--- config.mk ---
export PLATFORM = sky130hd
export DESIGN_NAME = vga_frame_sequencer
export DESIGN_NICKNAME = d
export VERILOG_FILES = /design/src/rtl/vga_seq_pkg.sv /design/src/rtl/ms_timer.sv /design/src/rtl/vga_frame_sequencer.sv
export SDC_FILE = /design/constraint.sdc
export NUM_CORES = 1
export LEC_CHECK = 0
export ABC_AREA = 1
export BUFFER_PORTS_ARGS = -buffer_cell sky130_fd_sc_hd__buf_2
export CAP_MARGIN = 20
export CELL_PAD_IN_SITES_DETAIL_PLACEMENT = 1
export CELL_PAD_IN_SITES_GLOBAL_PLACEMENT = 2
export CORE_ASPECT_RATIO = 1.75
export CORE_MARGIN = 2
export CORE_UTILIZATION = 30
export CTS_CLUSTER_DIAMETER = 200
export DETAILED_ROUTE_END_ITERATION = 10
export PLACE_DENSITY = 0.78
export SYNTH_ARGS = -nofsm -noshare
export SYNTH_HDL_FRONTEND = slang
export SYNTH_HIERARCHICAL = 1
export SYNTH_SLANG_ARGS = --single-unit
--- constraint.sdc ---
create_clock -name CLK_40Mhz -period 5.6 [get_ports CLK_40Mhz]
set_input_delay 0.56 -clock CLK_40Mhz [delete_from_list [all_inputs] [get_ports CLK_40Mhz]]
set_output_delay 0.56 -clock CLK_40Mhz [all_outputs]
set_load 0.005 [all_outputs]
--- src/rtl/vga_seq_pkg.sv ---
// Shared definitions for the VGA frame sequencer: state encoding,
// frame geometry and the default millisecond prescale.
package vga_seq_pkg;

    typedef enum logic [1:0] {
        ST_IDLE  = 2'd0,
        ST_FETCH = 2'd1,
        ST_HOLD  = 2'd2
    } seq_state_t;

    // One frame fills the whole 16-word frame RAM.
    localparam int FRAME_WORDS    = 16;

    // 40 MHz clock -> 40000 cycles per millisecond.
    localparam int DEF_CLK_PER_MS = 40000;

endpackage

--- src/rtl/ms_timer.sv ---
// Millisecond hold timer: a prescaler wrapping every CLK_PER_MS cycles
// feeding a millisecond counter. While run is high, expire pulses in the
// last cycle of the programmed hold; a hold of 0 expires on the first
// cycle, so the hold always lasts at least one cycle.
module ms_timer
#(
    parameter int CLK_PER_MS = vga_seq_pkg::DEF_CLK_PER_MS
)
(
    input  logic       CLK_40Mhz,
    input  logic       RSTn,
    input  logic       clear,
    input  logic       run,
    input  logic [9:0] hold_ms,
    output logic       expire
);
    localparam int PW = (CLK_PER_MS > 1) ? $clog2(CLK_PER_MS) : 1;

    logic [PW-1:0] pre_reg;
    logic [9:0]    ms_reg;
    logic          pre_wrap;

    assign pre_wrap = (pre_reg == PW'(CLK_PER_MS - 1));
    assign expire   = run && ((hold_ms == 10'd0) ||
                              (pre_wrap && (ms_reg == hold_ms - 10'd1)));

    // Prescaler and millisecond counter; cleared whenever the hold is not active.
    always_ff @(posedge CLK_40Mhz or negedge RSTn) begin
        if (!RSTn) begin
            pre_reg <= '0;
            ms_reg  <= '0;
        end else if (clear) begin
            pre_reg <= '0;
            ms_reg  <= '0;
        end else if (run) begin
            if (pre_wrap) begin
                pre_reg <= '0;
                ms_reg  <= ms_reg + 10'd1;
            end else begin
                pre_reg <= pre_reg + PW'(1);
            end
        end
    end

endmodule

--- src/rtl/vga_frame_sequencer.sv ---
// Streams 16-word glyph frames from the font ROM into the vga_interface
// frame RAM, holding each frame for a programmable number of milliseconds.
// The ROM answers one cycle after its address, so the write enable and
// address are delayed one stage while the data passes straight through.
// Optional build macro FRAME_SEQ_HOST_PORT_EN adds a host write port that
// is granted the RAM port only outside FETCH.
module vga_frame_sequencer
#(
    parameter int CLK_PER_MS  = vga_seq_pkg::DEF_CLK_PER_MS,
    parameter int FRAME_WORDS = vga_seq_pkg::FRAME_WORDS,
    parameter int ROM_AW      = 7
)
(
    input  logic              CLK_40Mhz,
    input  logic              RSTn,
    input  logic              Start_Sig,
    input  logic              Stop_Sig,
    input  logic [2:0]        Frame_Last,
    input  logic [9:0]        Hold_Ms,
    input  logic              Loop_En,
    output logic [ROM_AW-1:0] Rom_Addr,
    input  logic [15:0]       Rom_Data,
    output logic              Write_En_Sig,
    output logic [3:0]        Write_Addr_Sig,
    output logic [15:0]       Write_Data,
    output logic [2:0]        Frame_Idx,
    output logic              Busy,
    output logic              Frame_Done_Sig,
    output logic              Seq_Done_Sig
`ifdef FRAME_SEQ_HOST_PORT_EN
    ,
    input  logic              Host_Req,
    input  logic [3:0]        Host_Addr,
    input  logic [15:0]       Host_Data,
    output logic              Host_Ack
`endif
);
    import vga_seq_pkg::*;

    seq_state_t  state_reg;
    logic [2:0]  frame_reg;
    logic [2:0]  last_reg;
    logic [9:0]  hold_reg;
    logic [4:0]  cnt_reg;        // 0..15 issue words, 16 is the drain cycle
    logic        frame_done_reg;
    logic        seq_done_reg;
    logic        wr_en_reg;
    logic [3:0]  wr_addr_reg;
    logic        issue;
    logic        expire;
    logic        timer_clear;
    logic        timer_run;

    assign issue       = (state_reg == ST_FETCH) && (cnt_reg < 5'(FRAME_WORDS));
    assign timer_run   = (state_reg == ST_HOLD);
    assign timer_clear = (state_reg != ST_HOLD) || Stop_Sig;

    assign Rom_Addr       = ROM_AW'({frame_reg, cnt_reg[3:0]});
    assign Frame_Idx      = frame_reg;
    assign Busy           = (state_reg != ST_IDLE);
    assign Frame_Done_Sig = frame_done_reg;
    assign Seq_Done_Sig   = seq_done_reg;

    ms_timer #(.CLK_PER_MS(CLK_PER_MS)) u_ms_timer (
        .CLK_40Mhz (CLK_40Mhz),
        .RSTn      (RSTn),
        .clear     (timer_clear),
        .run       (timer_run),
        .hold_ms   (hold_reg),
        .expire    (expire)
    );

    // Sequencer FSM: IDLE -> FETCH (17 cycles) -> HOLD -> next frame / IDLE; Stop wins everywhere.
    always_ff @(posedge CLK_40Mhz or negedge RSTn) begin
        if (!RSTn) begin
            state_reg      <= ST_IDLE;
            frame_reg      <= '0;
            last_reg       <= '0;
            hold_reg       <= '0;
            cnt_reg        <= '0;
            frame_done_reg <= 1'b0;
            seq_done_reg   <= 1'b0;
        end else begin
            frame_done_reg <= 1'b0;
            seq_done_reg   <= 1'b0;
            if (Stop_Sig) begin
                state_reg <= ST_IDLE;
                cnt_reg   <= '0;
            end else begin
                case (state_reg)
                    ST_IDLE: begin
                        if (Start_Sig) begin
                            state_reg <= ST_FETCH;
                            frame_reg <= '0;
                            cnt_reg   <= '0;
                            last_reg  <= Frame_Last;
                            hold_reg  <= Hold_Ms;
                        end
                    end
                    ST_FETCH: begin
                        if (cnt_reg == 5'(FRAME_WORDS)) begin
                            state_reg      <= ST_HOLD;
                            cnt_reg        <= '0;
                            frame_done_reg <= 1'b1;
                        end else begin
                            cnt_reg <= cnt_reg + 5'd1;
                        end
                    end
                    ST_HOLD: begin
                        if (expire) begin
                            if (frame_reg < last_reg) begin
                                frame_reg <= frame_reg + 3'd1;
                                state_reg <= ST_FETCH;
                            end else if (Loop_En) begin
                                frame_reg <= '0;
                                state_reg <= ST_FETCH;
                            end else begin
                                state_reg    <= ST_IDLE;
                                seq_done_reg <= 1'b1;
                            end
                        end
                    end
                    default: state_reg <= ST_IDLE;
                endcase
            end
        end
    end

    // Write stage: delay issue/word index one cycle to meet the ROM data.
    always_ff @(posedge CLK_40Mhz or negedge RSTn) begin
        if (!RSTn) begin
            wr_en_reg   <= 1'b0;
            wr_addr_reg <= '0;
        end else begin
            wr_en_reg   <= issue && !Stop_Sig;
            wr_addr_reg <= cnt_reg[3:0];
        end
    end

`ifdef FRAME_SEQ_HOST_PORT_EN
    logic        host_ack_reg;
    logic [3:0]  host_addr_reg;
    logic [15:0] host_data_reg;
    logic        grant_ok;

    // Grant only when the next cycle is certainly not FETCH, so the host
    // never shares a cycle with a sequencer write.
    assign grant_ok = ((state_reg == ST_IDLE) && !(Start_Sig && !Stop_Sig)) ||
                      ((state_reg == ST_HOLD) && (!expire || Stop_Sig));

    // Host grant register: ack and the host word go to the RAM port together.
    always_ff @(posedge CLK_40Mhz or negedge RSTn) begin
        if (!RSTn) begin
            host_ack_reg  <= 1'b0;
            host_addr_reg <= '0;
            host_data_reg <= '0;
        end else begin
            host_ack_reg  <= Host_Req && grant_ok && !wr_en_reg;
            host_addr_reg <= Host_Addr;
            host_data_reg <= Host_Data;
        end
    end

    assign Host_Ack       = host_ack_reg;
    assign Write_En_Sig   = wr_en_reg | host_ack_reg;
    assign Write_Addr_Sig = host_ack_reg ? host_addr_reg : wr_addr_reg;
    assign Write_Data     = host_ack_reg ? host_data_reg : Rom_Data;
`else
    assign Write_En_Sig   = wr_en_reg;
    assign Write_Addr_Sig = wr_addr_reg;
    assign Write_Data     = Rom_Data;
`endif

endmodule

* Word-level counts from Yosys, hierarchy flattened
Cells that the tools add are included.
** Word-level totals
- Bits in registers :: 56
- Logic and storage cells :: 80
- Output and inout bits :: 34
- Bits of input ports :: 34
** Cells by class
- Add/subtract/negate cells :: 5
- $lt $le $gt $ge :: 2
- Mux-type cells :: 30
- Bitwise operators :: 1
- Reduce and logical (&&, ||, !) cells :: 19
- Eq/ne operators :: 12
** Operators with widths (number)
- $mux 16 :: 3
- $mux 10 :: 3
- $add 16x1->16 const B :: 1
- $eq 16x16->1 const B :: 1
- $mux 5 :: 3
- $mux 3 :: 4
- $add 10x1->10 const B :: 1
- $eq 10x10->1 :: 1
- $logic_not 10->1 :: 1
- $mux 1 :: 10
- $pmux 5 s2 :: 1
- $sub 10x1->10 const B :: 1
- $ne 3x3->1 const B :: 3
- $mux 2 :: 4
- $reduce_bool 2->1 :: 4
- $ne 2x2->1 const B :: 3
- $pmux 2 s3 :: 1
- $pmux 3 s2 :: 1
- $reduce_and 3->1 :: 2
- $add 5x1->5 const B :: 1
- $eq 5x5->1 const B :: 1
- $lt 5x5->1 const B :: 1
- $reduce_and 5->1 :: 1
- $logic_and 1x1->1 :: 4
- other kinds (11) :: 13

* Logic depth before layout (Yosys ltp)
Gate-level depths: netlist (run 1).
- Depth after elaboration :: 8
- Gate-level depth with buffers :: 20
- Mapped depth without buffers :: 20

* By module
The synthesis (run 1) kept the hierarchy.
** By module, submodules not included
- ms_timer :: instances 1, area an instance 1938.1 um^2, seq. area each 650.6 um^2, cells an instance 286
- vga_frame_sequencer :: instances 1, area an instance 1507.7 um^2, seq. area each 750.7 um^2, cells an instance 180

* Least setup slack after synthesis (run 1)
No wires, ideal clock.
- Path type :: reg-to-reg
- Start :: register hold_reg[0]
- End :: register frame_reg[0] (netlist: Frame_Idx[0])
- Cell stages (with the launch flop) :: 19
- Slack :: 3573 ps
- Path buffers :: 0
- Period minus slack after synthesis :: 2027 ps
- Setup time :: 65 ps
- Arrival time :: 1962 ps
- Data required time :: 5535 ps
- Cells stage by stage :: dfrtp_1 > inv_1 > ha_1 > nand2_1 > nor2_1 > nand2_1 > nand2_1 > nand3_1 > nand2_1 > nand2_1 > nor2_1 > nor2_1 > nor2_1 > inv_1 > nand2_1 > nand3_1 > a21oi_1 > nand2_1 > nand2_1
** Between the ends
- Longest elaborated chain between the ends :: 7
- Elaborated cells between the ends (all ways) :: 8
- Classes of those cells :: 1 x add/sub; 2 x eq/ne; 5 x reduce/logical
** RTL lines
- from (decl) :: RTL line vga_frame_sequencer.sv:43 : logic [9:0] hold_reg;
- from (signal assigned) :: RTL line vga_frame_sequencer.sv:97 : hold_reg <= Hold_Ms;
- $sub 10x1->10 :: RTL line ms_timer.sv:25 : (pre_wrap && (ms_reg == hold_ms - 10'd1)));
- $eq 10x10->1 :: RTL line ms_timer.sv:25
- $logic_and 1x1->1 :: RTL line ms_timer.sv:25
- $logic_or 1x1->1 * :: RTL line ms_timer.sv:24 : assign expire = run && ((hold_ms == 10'd0) ||
- $logic_and 1x1->1 * :: RTL line ms_timer.sv:24
- net expire :: RTL line vga_frame_sequencer.sv:50 : logic expire;
- $ne 2x2->1 (no source line) *
- $reduce_and 5->1 (no source line) *
- to (signal assigned) :: RTL line vga_frame_sequencer.sv:112 : frame_reg <= frame_reg + 3'd1;
- to (decl) :: RTL line vga_frame_sequencer.sv:41 : logic [2:0] frame_reg;
The timed path passes the listed nets; every way through them passes the cells marked *.
A chain may end at the register's enable or synchronous reset.

* Worst setup path in the final report (run 1)
- Start :: register state_reg[0]
- End :: register u_ms_timer.ms_reg[6]
** Between the ends
- Longest elaborated chain between the ends :: 4
- Elaborated cells between the ends (all ways) :: 7
- Classes of those cells :: 2 x eq/ne; 1 x mux; 4 x reduce/logical
** RTL lines
- from (decl) :: RTL line vga_frame_sequencer.sv:40 : seq_state_t state_reg;
- from (signal assigned) :: RTL line vga_frame_sequencer.sv:76 : state_reg <= ST_IDLE;
- from (signal assigned) :: RTL line vga_frame_sequencer.sv:87 : state_reg <= ST_IDLE;
- from (signal assigned) :: RTL line vga_frame_sequencer.sv:93 : state_reg <= ST_FETCH;
- $ne 2x2->1 * :: RTL line vga_frame_sequencer.sv:56 : assign timer_clear = (state_reg != ST_HOLD) || Stop_Sig;
- $logic_or 1x1->1 * :: RTL line vga_frame_sequencer.sv:56
- net timer_clear :: RTL line vga_frame_sequencer.sv:51 : logic timer_clear;
- $reduce_bool 2->1 (no source line)
- $reduce_and 2->1 (no source line)
- to (signal assigned) :: RTL line ms_timer.sv:38 : ms_reg <= ms_reg + 10'd1;
- to (decl) :: RTL line ms_timer.sv:20 : logic [9:0] ms_reg;
Marks and branches as above.

==> results of run 1 <==
critical path, stage by stage, from the launching register on:
cell	delay, ps
dfrtp_1	430
nor2_2	480
nand2_1	410
nor2_4	390
inv_6	100
nand2_4	180
inv_4	120
nand2_1	110
nand2_1	70
nand2_1	70
nor2_1	60
metal layers:
layer / GRT usage, % / part of all wire (%) / vias to the layer above
met2: 30.5 / 58 / 25
met4: 5.24 / 1.9 / 0
met5: 0 / 0 / -
met1: 16.2 / 38 / 1442
li1: - / - / 1481
met3: 2.16 / 2.0 / 11
worst min path at each step:
stage                                              end  cells after the start                   start  slack [ps]
finish               u_ms_timer/pre_reg[7]$_DFFE_PN0P_                      2                    RSTn         410
global route               Write_Addr_Sig[3]$_DFF_PN0_                      0  cnt_reg[3]$_DFFE_PN0P_         460
CTS                 u_ms_timer/pre_reg[11]$_DFFE_PN0P_                      2                    RSTn         450
detailed placement         Write_Addr_Sig[3]$_DFF_PN0_                      0  cnt_reg[3]$_DFFE_PN0P_         430
global placement           Write_Addr_Sig[3]$_DFF_PN0_                      0  cnt_reg[3]$_DFFE_PN0P_         420
floorplan                     Frame_Done_Sig$_DFF_PN0_                      0                    RSTn         260
stage by stage:
step,hold slack [ps],area [sq um]
floorplan,264,3450
global placement,420,3580
detailed placement,427,3580
CTS,447,3740
global route,458,3740
finish,409,3740
cells by family after synthesis:
logic type	after synthesis	share of synthesized area, %
xor+xnor	16	4.07
flops	56	40.7
compound gates	33	5.63
simple gates	262	33.6
buf+inv	91	13.2
fa+ha+maj	8	2.90
final cells by class:
| cell class | count | share of cell area, % |
|---|---|---|
| clock inverter | 2 | 1.04 |
| clock buffer | 6 | 3.44 |
| inverter | 61 | 6.32 |
| sequential | 56 | 37.4 |
| timing repair buffer | 36 | 4.88 |
| tap | 132 | 4.41 |
| multi-input combinational | 319 | 42.5 |
synthesized netlist by cell type (3+ instances only):
| cell | count | area share (%) |
|---|---|---|
| inv_1 | 56 | 6.1 |
| nor3_1 | 13 | 1.9 |
| nand3_1 | 38 | 5.5 |
| buf_4 | 25 | 5.4 |
| o21ai_0 | 16 | 2.3 |
| ha_1 | 8 | 2.9 |
| nor4_1 | 3 | 0.54 |
| buf_2 | 3 | 0.44 |
| xnor2_1 | 6 | 1.5 |
| xor2_1 | 10 | 2.5 |
| nand4_1 | 8 | 1.5 |
| nand2_1 | 132 | 14 |
| dfrtp_1 | 56 | 41 |
| o31ai_2 | 3 | 1.1 |
| nor2_1 | 52 | 5.7 |
| nor2_2 | 3 | 0.54 |
| nand2_2 | 3 | 0.54 |
| a21oi_1 | 10 | 1.5 |
where the power goes:
group          internal [mW]  switching (mW)
clock                  0.213           0.152
sequential             0.440          0.0427
combinational         0.0770           0.132
total                  0.730           0.327
==> run summary, run 1 <==
# IOs = 68
pre-CTS WS = 2780 ps
first-pass GRT wire length = 15500 um
Leakage Power = 1.87 nW
DR vias = 2959
crit path from = state_reg[0]$_DFFE_PN0P_
status = completed
fillers = 1379
Clock Latency Late Sink = 300 ps
yosys warns = 6
antenna violations before repair = 0
Max-Cap Viols = 0
Hold Crit Class = input pin to asynchronous set/reset pin
Routed WL per cell = 15.0 um
fin util = 33.5%
most frequent cells in the layout = nand2_1 (132), dfrtp_1 (56), inv_1 (56)
hold_buf cts = 0
Synth async-reset ratio = 100%
CTS resizes = 0
Synth Flop Type = dfrtp_1
max FFs per register = 16
Non-Filler Instances = 612
Placer Congestion = 0.830
Netlist cell types = 37
total power = 1.06 mW
Sink Count = 56
pin count of the biggest net entering global routing = 57
Post-synth EDFFs = 0
post-DR vias/cell = 4.83
Final setup viols = 0
clock slew at reported path FFs = 70 ps
#FFs+latches synth = 56
Tcrit/Tclk final = 45.6%
Initial Util = 30.9%
fmax = 0.392 GHz
R2R cell count = 10
H-tree depth = 2
Critical Path Sink Type = register
port bufs = 35
Die Span X = 85.0 um
Final Hold Viols = 0
Post-Syn Area = 3450 sq um
vias in the first global route = 3222
FP Rows = 51
WP data arrival = 2740 ps
crit-path max FO = 17
DIE HEIGHT = 146 um
sequential area share after synthesis = 40.7%
DRC Markers = 0
CTS Buf Count = 5
R2R Setup Slk = 3050 ps
overflow left after global routing = 0
RSZ-0062 raised after global routing = false
core region area = 11200 sq um
FF/Latch Area = 1400 sq um
post-CTS setup buffers = 0
WL final = 9170 um
nets = 521
Worst Setup EP = u_ms_timer/ms_reg[6]$_DFFE_PN0P_
CP startpoint kind = register
First-pass DRT Iterations = 4
area of the multi-input gates = 1590 sq um
n_diodes = 0
GR Util All Layers = 15.5%
Peak VDD IR = 0.152 mV
CTS tree = built
Mapped Avg Cell Area = 7.39 sq um
layout cell share with drive strength beyond 1 = 12.9%
kind of critical path = register to register
final setup margin = 3050 ps
root buffer cell = clkbuf_16
hpwl dp = 7140 um
Reg2Reg Launch Point = state_reg[0]$_DFFE_PN0P_
post-route ant nets = 0
cell count after placement = 604
synthesized instance count = 466
setup TNS = 0 ps
full die area = 12400 sq um
Power Density = 282 nW/um^2
Slew Viols, Final = 0
area delta synth->final = 8.64%
Syn Nets = 508
critical path required time = 5790 ps
Bufs on Longest Clock Path = 2
Final Skew = 4.42 ps
Least-Margin Pin Slew = 742 ps
commonest non-fill, non-tap cell in the layout = nand2_1
Slew Limit Headroom = 50.5%
min Tclk post-route = 2550 ps
Initial DRC Count = 88
reg2reg end = u_ms_timer/ms_reg[6]$_DFFE_PN0P_
Power figures use the tool's default switching activity.
==> run 2: changes to the inputs <==
==> constraint.sdc (replaced) <==
create_clock -name CLK_40Mhz -period 2.5 [get_ports CLK_40Mhz]
set_input_delay 0.25 -clock CLK_40Mhz [delete_from_list [all_inputs] [get_ports CLK_40Mhz]]
set_output_delay 0.25 -clock CLK_40Mhz [all_outputs]
set_load 0.005 [all_outputs]
==> run 2 against run 1 <==
  * Die area unchanged
  * Hold slack worse by 230 ps
  * Global-route usage up 0.44 points
  * Core utilization up 0.84 points
  * First-iteration DRC count down 31%
  * Wire length up 2.1%
  * Sequential power up 120%
  * Clock-buffer cell count unchanged
  * Highest routed layer unchanged
==> run summary, run 2 (synthesis gave the netlist of run 1 again) <==
crit path from = hold_reg[0]$_DFFE_PN0P_
fillers = 1407
critical path required time = 2690 ps
Final setup viols = 0
DR vias = 3015
Placer Congestion = 0.806
nets = 529
status = completed
commonest non-fill, non-tap cell in the layout = nand2_1
met2 Usage GRT = 32.8%
root buffer cell = clkbuf_16
Least-Margin Pin Slew = 595 ps
Initial DRC Count = 61
final setup margin = 225 ps
R2R Setup Slk = 220 ps
R2R cell count = 19
GR Util All Layers = 15.9%
post-DR vias/cell = 4.86
most frequent cells in the layout = nand2_1 (131), dfrtp_1 (56), inv_1 (55)
CTS tree = built
Routed WL per cell = 15.1 um
DIE HEIGHT = 146 um
max incr delay on CP = 400 ps
max FFs per register = 16
end of the worst hold path = hold_reg[5]$_DFFE_PN0P_
Hold Crit Class = input pin to register
pin count of the biggest net entering global routing = 35
most used cell, CP = nand2_1
kind of critical path = register to register
Slew Viols, Final = 0
Slowest cell on crit path = dfrtp_1
# IOs = 68
gr busiest metal = met2
Peak VDD IR = 0.295 mV
pre-CTS WS = 67.8 ps
power share of the sequential group = 44.3%
crit-path max FO = 4
Die Span X = 85.0 um
Critical Path Sink Type = register
CTS Buf Count = 5
worst path cell trace = inv_2 -> ha_2 -> inv_1 -> nand2_1 -> nand2_1 -> nor2_1 -> nand3_1 -> nor2_1 -> nand3_1 -> nor2_1 -> nor2_1 -> nor2_1 -> inv_1 -> nand2_1 -> nand3_1 -> inv_1 -> nand2_1 -> nand2_1 -> nand2_1
H-tree depth = 2
Sink Count = 56
vias in the first global route = 3318
CP startpoint kind = register
Max-Cap Viols = 0
combinational share of power = 21.7%
total power = 2.41 mW
Leakage Power = 1.91 nW
core region area = 11200 sq um
first-pass GRT wire length = 15900 um
port bufs = 35
WL final = 9370 um
Global Route met1 Usage = 15.9%
P_sw = 746 uW
Hold Crit Depth = 3
Slew Limit Headroom = 60.3%
GR Util met3 = 1.87%
hold wc startpoint = Hold_Ms[5]
min Tclk post-route = 2280 ps
Tcrit/Tclk final = 91.0%
Clock Latency Late Sink = 300 ps
n_diodes = 0
Non-Filler Instances = 620
Power Density = 627 nW/um^2
fmax = 0.440 GHz
clock slew at reported path FFs = 80 ps
reg2reg end = Frame_Idx[2]$_DFFE_PN0P_
Final Hold Viols = 0
cell count after placement = 610
Reg2Reg Launch Point = hold_reg[0]$_DFFE_PN0P_
First-pass DRT Iterations = 6
Clk pwr share = 34.1%
layout cell share with drive strength beyond 1 = 15.4%
antenna violations before repair = 0
post-route ant nets = 0
internal power = 1.66 mW
Initial Util = 30.9%
FP Rows = 51
area delta synth->final = 11.4%
full die area = 12400 sq um
DRC Markers = 0
overflow left after global routing = 0
Final Skew = 5.51 ps
Bufs on Longest Clock Path = 2
switching part of the total = 31.0%
hpwl dp = 7330 um
WP data arrival = 2460 ps
## run 2: cell count changes in the layout (fill, tap and decap cells not counted), sizes merged
cell,previous run,this run
dlygate4sd3,0,1
buf,36,43
## run 2: layout make-up
class | count | area, sq um | area share (%)
timing repair buffer | 44 | 258 | 6.72
clock buffer | 6 | 129 | 3.36
multi-input combinational | 319 | 1610 | 41.9
tap | 132 | 165 | 4.30
inverter | 61 | 236 | 6.16
sequential | 56 | 1400 | 36.5
clock inverter | 2 | 38.8 | 1.01
## run 2: timing repair
action	CTS	global route
resized for setup	0	7
hold buffers	1	0
endpoints found under the setup margin	0	4
endpoints found under the hold margin	22	0
setup buffers	0	1
## run 2: per-stage QoR
stage                     hold slack (ps)  cell area [sq um]  setup TNS (ps)  util, %
after floorplan                     -45.6               3450               0        -
after global placement                294               3630               0     32.5
after detailed placement              298               3630               0     32.5
after CTS                             169               3810               0     34.1
after global routing                  176               3840           -14.4     34.4
final                                 175               3840               0     34.4
## run 2: worst max-delay path, delay by kind of cell, from the launching register on
kind,cells,cell delay [ps]
buf+inv,4,260
fa+ha+maj,1,320
simple gates,14,1190
flops,1,400
## run 2: how the worst max path moves through the flow
stage                     slack, ps  depth (start not counted)                  endpoint
after floorplan                 470                         18  Frame_Idx[0]$_DFFE_PN0P_
after global placement          250                         18  Frame_Idx[0]$_DFFE_PN0P_
after detailed placement         70                         18  Frame_Idx[2]$_DFFE_PN0P_
after CTS                        50                         18  Frame_Idx[2]$_DFFE_PN0P_
after global routing            -10                         18  Frame_Idx[2]$_DFFE_PN0P_
final                           220                         19  Frame_Idx[2]$_DFFE_PN0P_
## run 2: power groups by stage
| stage | logic [mW] | registers, mW | clock network (mW) |
|---|---|---|---|
| global route | 0.608 | 1.08 | 0.889 |
| CTS | 0.515 | 1.07 | 0.854 |
| finish | 0.521 | 1.07 | 0.821 |
| floorplan | 0.362 | 1.07 | 0 |
| global placement | 0.498 | 1.08 | 0 |
| detailed placement | 0.510 | 1.08 | 0 |
## run 2: per-layer routing
metal  vias to the layer above  wire, um  part of all wire (%)
li1                       1489         -                     -
met1                      1493      3380                    36
met2                        27      5730                    61
met3                         6       162                   1.7
met4                         0        91                  0.97
met5                         -         0                     0
==> run 3: changes to the inputs <==
--- a/config.mk
+++ b/config.mk
@@ -15,7 +15,10 @@
 export CORE_UTILIZATION = 30
 export CTS_CLUSTER_DIAMETER = 200
 export DETAILED_ROUTE_END_ITERATION = 10
+export HOLD_SLACK_MARGIN = 0.08
 export PLACE_DENSITY = 0.78
+export REMOVE_ABC_BUFFERS = 1
+export SLEW_MARGIN = 20
 export SYNTH_ARGS = -nofsm -noshare
 export SYNTH_HDL_FRONTEND = slang
 export SYNTH_HIERARCHICAL = 1
==> run 3 against run 2 <==
  * Register-to-register slack about the same
  * Total power down 2.2%
  * Largest power group unchanged
  * Die area is the same
  * Clock power decreased by 8.3%
  * Fmax is 0.32% lower
  * Flip-flop and latch count stayed put
  * Hold slack lost 97 ps
  * Clock-buffer cell count is 1 lower
  * Combinational power rose by 3%
  * Critical path depth is 1 lower
  * Cell count unchanged
==> run summary, run 3 (synthesis gave the netlist of run 1 again) <==
Power Density = 617 nW/um^2
port bufs = 35
Slew Viols, Final = 0
status = completed
Peak VDD IR = 0.292 mV
min Tclk post-route = 2280 ps
final setup margin = 217 ps
Final setup viols = 0
DIE HEIGHT = 146 um
# IOs = 68
area delta synth->final = 10.9%
First-pass DRT Iterations = 4
clock slew at reported path FFs = 80 ps
commonest non-fill, non-tap cell in the layout = nand2_1
WL final = 9670 um
R2R cell count = 18
Tcrit/Tclk final = 91.3%
worst path cell trace = inv_2 -> ha_4 -> nand2_1 -> nor2_4 -> nand2_1 -> nand2_1 -> nand2_1 -> nor2_1 -> nand3_1 -> nor2_1 -> nor2_1 -> nor2_1 -> inv_1 -> nand2_1 -> nand3_2 -> a21oi_2 -> nand2_1 -> nand2_1
max incr delay on CP = 410 ps
Slew Limit Headroom = 49.4%
max FFs per register = 16
FP Rows = 51
reg2reg end = Frame_Idx[1]$_DFFE_PN0P_
vias in the first global route = 3252
critical path required time = 2740 ps
DR vias = 3011
DRC Markers = 0
setup TNS = 0 ps
first-pass GRT wire length = 16100 um
crit-path max FO = 4
Hold Crit Class = input pin to asynchronous set/reset pin
CP top delay family = simple AND/OR/NAND/NOR gates
R2R Setup Slk = 220 ps
pre-CTS WS = 44.7 ps
Clock Latency Late Sink = 310 ps
Die Span X = 85.0 um
fmax = 0.438 GHz
Reg2Reg Launch Point = hold_reg[0]$_DFFE_PN0P_
kind of critical path = register to register
layout cell share with drive strength beyond 1 = 16.0%
hold slack = 77.5 ps
Critical Path Sink Type = register
Routed WL per cell = 15.6 um
core region area = 11200 sq um
Sink Count = 56
root buffer cell = clkbuf_16
CTS tree = built
Slowest cell on crit path = dfrtp_1
most frequent cells in the layout = nand2_1 (131), dfrtp_1 (56), inv_1 (55)
H-tree depth = 2
hold_buf cts = 0
fin util = 34.2%
Leakage Power = 1.90 nW
Placer Congestion = 0.858
Initial Util = 30.9%
Final Skew = 8.22 ps
antenna violations before repair = 0
CTS Buf Count = 5
CP startpoint kind = register
Bufs on Longest Clock Path = 2
n_diodes = 0
WP data arrival = 2520 ps
full die area = 12400 sq um
Non-Filler Instances = 620
Least-Margin Pin Slew = 759 ps
nets = 529
post-DR vias/cell = 4.86
pin count of the biggest net entering global routing = 57
overflow left after global routing = 0
most used cell, CP = nand2_1
Initial DRC Count = 73
hpwl dp = 7430 um
Max-Cap Viols = 0
WP buf/inv = 2
GR Util All Layers = 16.3%
Final Hold Viols = 0
post-route ant nets = 0
cell count after placement = 610
-- run 3: cell types whose count changed in the layout (fill, tap and decap cells not counted), sizes merged --
cell	before	now
buf	43	44
inv	60	61
dlygate4sd3	1	0
clkinvlp	0	1
bufinv	1	0
clkbuf	6	5
-- run 3: worst reg2reg max path, stage by stage (launching register included) --
cell     delay [ps]
dfrtp_1         410
inv_2           110
ha_4            160
nand2_1         120
nor2_4          140
nand2_1          60
nand2_1          60
nand2_1          40
nor2_1          120
nand3_1         100
nor2_1          110
nor2_1           50
nor2_1          150
inv_1            80
nand2_1          70
nand3_2          90
a21oi_2         170
nand2_1         100
nand2_1          90
-- run 3: worst max path at each step --
stage                       startpoint                       end  slack, ps  cells after the start
3_3_place_gp   hold_reg[4]$_DFFE_PN0P_  Frame_Idx[0]$_DFFE_PN0P_        260                     17
6_report       hold_reg[0]$_DFFE_PN0P_  Frame_Idx[1]$_DFFE_PN0P_        220                     18
4_1_cts        hold_reg[0]$_DFFE_PN0P_  Frame_Idx[1]$_DFFE_PN0P_         10                     18
5_1_grt        hold_reg[0]$_DFFE_PN0P_  Frame_Idx[1]$_DFFE_PN0P_        -50                     18
2_1_floorplan  hold_reg[0]$_DFFE_PN0P_  Frame_Idx[0]$_DFFE_PN0P_        460                     18
3_5_place_dp   hold_reg[0]$_DFFE_PN0P_  Frame_Idx[1]$_DFFE_PN0P_         40                     18
-- run 3: power breakdown --
part | switching [mW] | internal, mW | total, mW
registers | 0.0807 | 0.986 | 1.07
logic | 0.329 | 0.207 | 0.536
clock network | 0.372 | 0.381 | 0.753
-- run 3: layer usage --
layer	wire length (um)	vias up	global-route usage, %
met5	0	-	0
met1	3550	1468	16.7
li1	-	1490	-
met2	5660	43	31.8
met4	176	0	5.40
met3	289	10	3.12
-- run 3: area by class of cell --
type | count | area, sq um
inverter | 61 | 236
clock inverter | 3 | 25.0
multi-input combinational | 319 | 1620
timing repair buffer | 44 | 243
sequential | 56 | 1400
fill | 1419 | 7350
tap | 132 | 165
clock buffer | 5 | 125
-- run 3: metrics by stage --
stage               total power, mW  instance area [sq um]
floorplan                      1.39                   3230
global placement               1.58                   3620
detailed placement             1.60                   3620
CTS                            2.37                   3770
global route                   2.52                   3820
finish                         2.36                   3820
-- run 3: timing repair --
item,in CTS,in global routing
endpoints found under the setup margin,0,5
buffers inserted,0,2
gates resized for setup,0,9
